**config.mk**
```make
export PLATFORM = sky130hd
export DESIGN_NAME = otter_crypto_unit
export DESIGN_NICKNAME = d
export VERILOG_FILES = /design/src/rtl/crypto_pkg.sv /design/src/rtl/speck_round.sv /design/src/rtl/otter_crypto_unit.sv
export SDC_FILE = /design/constraint.sdc
export NUM_CORES = 1
export LEC_CHECK = 0
export CORE_MARGIN = 2
export CORE_UTILIZATION = 65
export DETAILED_ROUTE_END_ITERATION = 12
export PLACE_DENSITY = 0.95
export SLEW_MARGIN = 20
export SYNTH_ARGS = -nofsm -noshare
export SYNTH_HDL_FRONTEND = slang
export SYNTH_SLANG_ARGS = --single-unit
```
**constraint.sdc**
```tcl
create_clock -name CLK -period 16.42 [get_ports CLK]
set_clock_uncertainty 0.2 [all_clocks]
set_input_delay 4.926 -clock CLK [delete_from_list [all_inputs] [get_ports CLK]]
set_output_delay 4.926 -clock CLK [all_outputs]
set_load 0.01 [all_outputs]
```
**src/rtl/crypto_pkg.sv**
```systemverilog
`default_nettype none
// ============================================================================
// Module      : crypto_pkg
// Description : Shared types, constants and rotate helpers for the Speck unit.
// Revision    : 1.0 - initial release
// ============================================================================
package crypto_pkg;

  typedef enum logic [1:0] {
    IDLE   = 2'd0,
    KEYEXP = 2'd1,
    RUN    = 2'd2,
    DONE   = 2'd3
  } crypto_state_e;

  localparam int ROUNDS_DEFAULT = 22;
  localparam int ALPHA          = 7;
  localparam int BETA           = 2;

  // Same encoding as the decoder's encrypt/decrypt select.
  localparam logic CRYPTO_ENC = 1'b0;
  localparam logic CRYPTO_DEC = 1'b1;

  localparam logic [6:0] OPCODE_ENCRY = 7'b0011100;
  localparam logic [2:0] FUNC3_ENC    = 3'b010;
  localparam logic [2:0] FUNC3_DEC    = 3'b011;

  function automatic logic [15:0] ror16(input logic [15:0] v, input int amt);
    logic [31:0] t;
    t = {v, v} >> amt;
    return t[15:0];
  endfunction

  function automatic logic [15:0] rol16(input logic [15:0] v, input int amt);
    logic [31:0] t;
    t = {v, v} << amt;
    return t[31:16];
  endfunction

endpackage
`default_nettype wire

```
**src/rtl/speck_round.sv**
```systemverilog
`default_nettype none
// ============================================================================
// Module      : speck_round
// Description : One combinational Speck32/64 round, forward or inverse.
// Revision    : 1.0 - initial release
// ============================================================================
module speck_round
  import crypto_pkg::*;
(
  input  logic [15:0] x_i,
  input  logic [15:0] y_i,
  input  logic [15:0] k_i,
  input  logic        dec_i,
  output logic [15:0] x_next_o,
  output logic [15:0] y_next_o
);

  logic [15:0] x_enc, y_enc;
  logic [15:0] x_dec, y_dec;

  always_comb begin
    x_enc = (ror16(x_i, ALPHA) + y_i) ^ k_i;
    y_enc = rol16(y_i, BETA) ^ x_enc;
    // Inverse round: recover y first, since x's inverse needs the old y.
    y_dec = ror16(y_i ^ x_i, BETA);
    x_dec = rol16((x_i ^ k_i) - y_dec, ALPHA);
  end

  assign x_next_o = (dec_i == CRYPTO_ENC) ? x_enc : x_dec;
  assign y_next_o = (dec_i == CRYPTO_ENC) ? y_enc : y_dec;

endmodule
`default_nettype wire

```
**src/rtl/otter_crypto_unit.sv**
```systemverilog
`default_nettype none
// ============================================================================
// Module      : otter_crypto_unit
// Description : Multi-cycle Speck32/64 encrypt/decrypt unit with key expansion.
// Revision    : 1.0 - initial release
// ============================================================================
module otter_crypto_unit
  import crypto_pkg::*;
#(
  parameter int ROUNDS = ROUNDS_DEFAULT,
  parameter int WORD_W = 16
) (
  input  logic                  CLK,
  input  logic                  RST,
  input  logic                  start,
  input  logic                  crypto_sel,
  input  logic [2*WORD_W-1:0]   data_in,
  input  logic                  key_wr,
  input  logic [4*WORD_W-1:0]   key_in,
  output logic                  busy,
  output logic                  done,
  output logic [2*WORD_W-1:0]   data_out,
  output logic                  key_valid,
  output logic                  key_err
);

  localparam int                IW   = $clog2(ROUNDS);
  localparam logic [IW-1:0]     LAST = IW'(ROUNDS - 1);
  localparam logic [IW-1:0]     LAST_KEY_STEP = IW'(ROUNDS - 2);

  crypto_state_e       state_q;
  logic [WORD_W-1:0]   rk_q [ROUNDS];
  logic [WORD_W-1:0]   l0_q, l1_q, l2_q;
  logic [WORD_W-1:0]   x_q, y_q;
  logic [IW-1:0]       i_q, r_q;
  logic                dec_q, err_q;
  logic                busy_q, done_q, key_valid_q, key_err_q;
  logic [2*WORD_W-1:0] data_out_q;

  logic [WORD_W-1:0]   l_new_d, rk_next_d, k_d, x_next_d, y_next_d;
  logic [IW-1:0]       rk_idx_d;

  always_comb begin
    l_new_d   = (rk_q[i_q] + ror16(l0_q, ALPHA)) ^ WORD_W'(i_q);
    rk_next_d = rol16(rk_q[i_q], BETA) ^ l_new_d;
    rk_idx_d  = (dec_q == CRYPTO_DEC) ? (LAST - r_q) : r_q;
    k_d       = rk_q[rk_idx_d];
  end

  speck_round u_round (
    .x_i      (x_q),
    .y_i      (y_q),
    .k_i      (k_d),
    .dec_i    (dec_q),
    .x_next_o (x_next_d),
    .y_next_o (y_next_d)
  );

  always_ff @(posedge CLK) begin
    if (RST) begin
      state_q     <= IDLE;
      busy_q      <= 1'b0;
      done_q      <= 1'b0;
      key_err_q   <= 1'b0;
      key_valid_q <= 1'b0;
      data_out_q  <= '0;
      err_q       <= 1'b0;
    end else begin
      done_q    <= 1'b0;
      key_err_q <= 1'b0;
      case (state_q)
        IDLE: begin
          if (key_wr) begin
            rk_q[0]     <= key_in[WORD_W-1:0];
            l0_q        <= key_in[2*WORD_W-1:WORD_W];
            l1_q        <= key_in[3*WORD_W-1:2*WORD_W];
            l2_q        <= key_in[4*WORD_W-1:3*WORD_W];
            i_q         <= '0;
            key_valid_q <= 1'b0;
            busy_q      <= 1'b1;
            state_q     <= KEYEXP;
          end else if (start) begin
            x_q   <= data_in[2*WORD_W-1:WORD_W];
            y_q   <= data_in[WORD_W-1:0];
            dec_q <= (crypto_sel == CRYPTO_DEC);
            r_q   <= '0;
            if (key_valid_q) begin
              err_q   <= 1'b0;
              busy_q  <= 1'b1;
              state_q <= RUN;
            end else begin
              // No key: the operand is echoed back with key_err.
              err_q   <= 1'b1;
              state_q <= DONE;
            end
          end
        end
        KEYEXP: begin
          rk_q[i_q + IW'(1)] <= rk_next_d;
          l0_q <= l1_q;
          l1_q <= l2_q;
          l2_q <= l_new_d;
          i_q  <= i_q + IW'(1);
          if (i_q == LAST_KEY_STEP) begin
            key_valid_q <= 1'b1;
            busy_q      <= 1'b0;
            state_q     <= IDLE;
          end
        end
        RUN: begin
          x_q <= x_next_d;
          y_q <= y_next_d;
          r_q <= r_q + IW'(1);
          if (r_q == LAST) begin
            busy_q  <= 1'b0;
            state_q <= DONE;
          end
        end
        DONE: begin
          data_out_q <= {x_q, y_q};
          done_q     <= 1'b1;
          key_err_q  <= err_q;
          state_q    <= IDLE;
        end
        default: state_q <= IDLE;
      endcase
    end
  end

  assign busy      = busy_q;
  assign done      = done_q;
  assign data_out  = data_out_q;
  assign key_valid = key_valid_q;
  assign key_err   = key_err_q;

endmodule
`default_nettype wire

```
==> reports/qor.tcl <==
set qor(switching_share_pct) 39.88
set qor(tritoncts) {yes}
set qor(critical_path.reg2reg.endpoint) {rk_q[19][14]$_DFFE_PP_}
set qor(critPathLaunchType) {input port}
set qor(final_net_count) 1983
set qor(synth_top_cells_by_area) {edfxtp_1 53%, mux4_2 16%, xnor2_1 3.5%}
set qor(fillers) 2053
set qor(postSynth.topFlopCell) {edfxtp_1}
set qor(grt_antenna_before_repair) 1
set qor(worst-setup-path-type) {in2reg}
set qor(mappedNetlistArea_um2) 25090
set qor(cts_hold_buf) 0
set qor(fin_util_pct) 75.72
set qor(yosys_register_bits) 487
set qor(finalMaxSlewViolations) 0
set qor(yosysUniqueCellTypes) 61
set qor(groute.usage.overall_pct) 37.87
set qor(cts.reportedPaths.clkPinSlew_ps) 60
set qor(topRoutingLayerUsed) {met4}
set qor(start_util_pct) 66.31
set qor(powerDensity_nw_per_um2) 184.5
set qor(final.setup.tns_ps) 0
set qor(synthesis.yosys.warnings) 0
set qor(remaining_drc_errors) 0
set qor(vdd.ir_drop.worst_uv) 115.7
set qor(synth_enable_flop_cells) 443
set qor(core_um2) 37840
set qor(globalRoute.totalOverflow) 0
set qor(cts_repair_resize_count) 0
set qor(holdCritPathClass) {reg2reg}
set qor(root_buffer_cell) {clkbuf_16}
set qor(synth.mux.area_fraction_pct) 21.25
set qor(critical_path_data_arrival_time_ps) 7770
set qor(placement.cell_area_um2) 27050
set qor(synth_top_family_by_area) {multiplexers}
set qor(row_count) 71
set qor(final_hpwl_dp_um) 48910
set qor(fraction_of_the_cycle_the_final_worst_path_needs_pct) 47.26
set qor(fmax_mhz) 128.9
set qor(grt_pass1_vias) 17278
set qor(worst-endpoint-required_ps) 16430
set qor(route.antenna.remaining_nets) 0
set qor(synthAdderAreaFrac_pct) 3.131
set qor(clock_power_share_pct) 20.9
set qor(ys_async_sr_fraction_pct) 0
set qor(status) {complete, no violations}
set qor(r2r_cells) 15
set qor(dieWidth_um) 200.5
set qor(post_drt_via_cell_ratio) 7.286
set qor(routedLengthMet1_um) 24250
set qor(max-slew-margin-rel_pct) 22.83
set qor(layout_min_cycle_time_ps) 7761
set qor(setup.worst_path.end_class) {register}
set qor(dr_total_vias) 17282
set qor(finalSetupViolCount) 0
set qor(postSynthAreaPerCell_um2) 14.83
set qor(die_area_um2) 40190
set qor(max_cap_violations) 0
set qor(average_wire_per_standard_cell_um) 32.04
set qor(numCtsBuffers) 48
set qor(synth_top_area_share_pct) 53.01
set qor(postCtsSetupBuffers) 0
set qor(post_synth_and_or_nand_nor_area_fraction_pct) 6.113
set qor(placement.io_buffers) 136
set qor(num_clock_sinks) 487
set qor(syn-num-nets) 1854
set qor(power_switching_uw) 2108
set qor(syn-instance-count) 1692
set qor(timing.hold.worst.start) {err_q$_SDFFE_PP0P_}
set qor(internal_power_uw) 3178
set qor(synth_area_in_compound_gates_pct) 5.744
set qor(power.share.sequential_pct) 32.7
set qor(cts-root-to-sink-buffers) 3
set qor(timing_worst_slew_pin_value_ps) 1156
set qor(power_leakage_uw) 0.009545
set qor(die_height_um) 200.5
set qor(grt_setup_unrepaired) {false}
set qor(post-synth-top-count-cell) {edfxtp_1}
set qor(dr_wl_met3_um) 10110
set qor(synth_xor_area_share_pct) 4.966
set qor(htree_levels) 2
set qor(io_pins) 137
set qor(met2RoutedLength_um) 35890
set qor(worst_hold_endpoint) {key_err$_SDFF_PP0_}
set qor(post-layout-total-power_uw) 5286
set qor(stdcell_area_um2) 28660
set qor(final_layout_size_suffix_gt1_share_pct) 21.56
set qor(routabilityCongestion) 0.9824
set qor(worstHoldPathCells) 1
set qor(grt_start_max_net_pins) 66
set qor(seq_area_frac_synth_pct) 56.52
set qor(worst_hold_slack_ps) 263.1
set qor(finalHoldViolCount) 0
set qor(layout-area-overhead-vs-synth_pct) 14.19
set qor(grt_pass1_wl_um) 111300
set qor(combPwrFrac_pct) 46.4
set qor(drtIter0Drc) 2921
set qor(clock_latency_ps) 620
set qor(synth.cells.most_frequent) {443 x edfxtp_1, 175 x mux4_2, 149 x nor2_1}
set qor(first_pass_iters) 6
set qor(yosys.area.top_type) {edfxtp_1}
set qor(worstPathMaxFanout) 47
set qor(route.final.wire_length_um) 76010
set qor(reg2reg_setup_slack_ps) 9330
placed cells by master (no fill, tap or decap), types with 24 or more instances in the layout:
cell and n:
mux2_2 64, o21ai_0 40, a21oi_1 72, nor2_1 136, xnor2_1 99, dfxtp_1 41
xor2_1 26, mux2i_1 66, edfxtp_1 443, nand2_1 119, inv_1 24, clkdlybuf4s50_1 135
mux4_2 175, buf_4 41, clkbuf_16 48, ha_1 56
registers in the layout (all words and copies together) (netlist names), 2 cells and up, named ones only:
name and cells:
rk_q 352, data_out 32, r_q 5, l1_q 16, state_q 2, l2_q 16, i_q 5, x_q 16
l0_q 16, y_q 16
critical path, cell delays in order:
cell      delay, ps
buf_2           410
nand2b_2        760
or3_1           710
nor2_2          930
cells by family after synthesis:
| family | after synthesis |
|---|---|
| AO/OA/AOI/OAI | 227 |
| XOR/XNOR | 134 |
| adder cells (fa/ha/maj) | 61 |
| buffers and inverters | 124 |
| flip-flops | 487 |
| multiplexers | 306 |
| AND/OR/NAND/NOR | 353 |
stage by stage:
stage	cells	setup slack [ps]
global route	2371	8600
CTS	2370	8356
finish	2372	8659
detailed placement	2281	7849
floorplan	1692	8619
global placement	2281	8008
layer usage:
layer / global-route usage, % / vias up
li1: - / 6871
met1: 47.34 / 8364
met2: 60.08 / 1624
met3: 9.416 / 423
met4: 23.68 / 0
met5: 0 / -
power groups by stage:
stage                     clock [µW]  sequential (µW)  combinational [µW]
after floorplan                    0             1670                1600
after global placement             0             1740                2170
final                           1110             1730                2450
after global routing            1150             1740                2550
after CTS                       1110             1730                2320
after detailed placement           0             1750                2260
how the worst max path moves through the flow:
| stage | depth (start not counted) | to | start | slack [ps] |
|---|---|---|---|---|
| after floorplan | 3 | r_q[0]$_SDFFCE_PN0P_ | RST | 8620 |
| after global placement | 4 | rk_q[5][11]$_DFFE_PP_ | RST | 8010 |
| after detailed placement | 4 | rk_q[1][7]$_DFFE_PP_ | RST | 7850 |
| after CTS | 4 | rk_q[1][11]$_DFFE_PP_ | RST | 8360 |
| after global routing | 4 | rk_q[9][13]$_DFFE_PP_ | RST | 8600 |
| final | 4 | rk_q[9][13]$_DFFE_PP_ | RST | 8660 |
cell type report:
type                            count  area [µm²]  share of cell area [%]
Clock inverter                     29       304.0                   1.061
Timing Repair Buffer              178        1675                   5.847
Inverter                           25       95.09                  0.3318
Clock buffer                       60        1246                   4.349
Multi-Input combinational cell   1081       10500                   36.64
Tap cell                          511       639.4                   2.231
Antenna cell                        1       2.502                0.008733
Sequential cell                   487       14190                   49.53
Note: power is estimated with default switching activity, not from simulation.
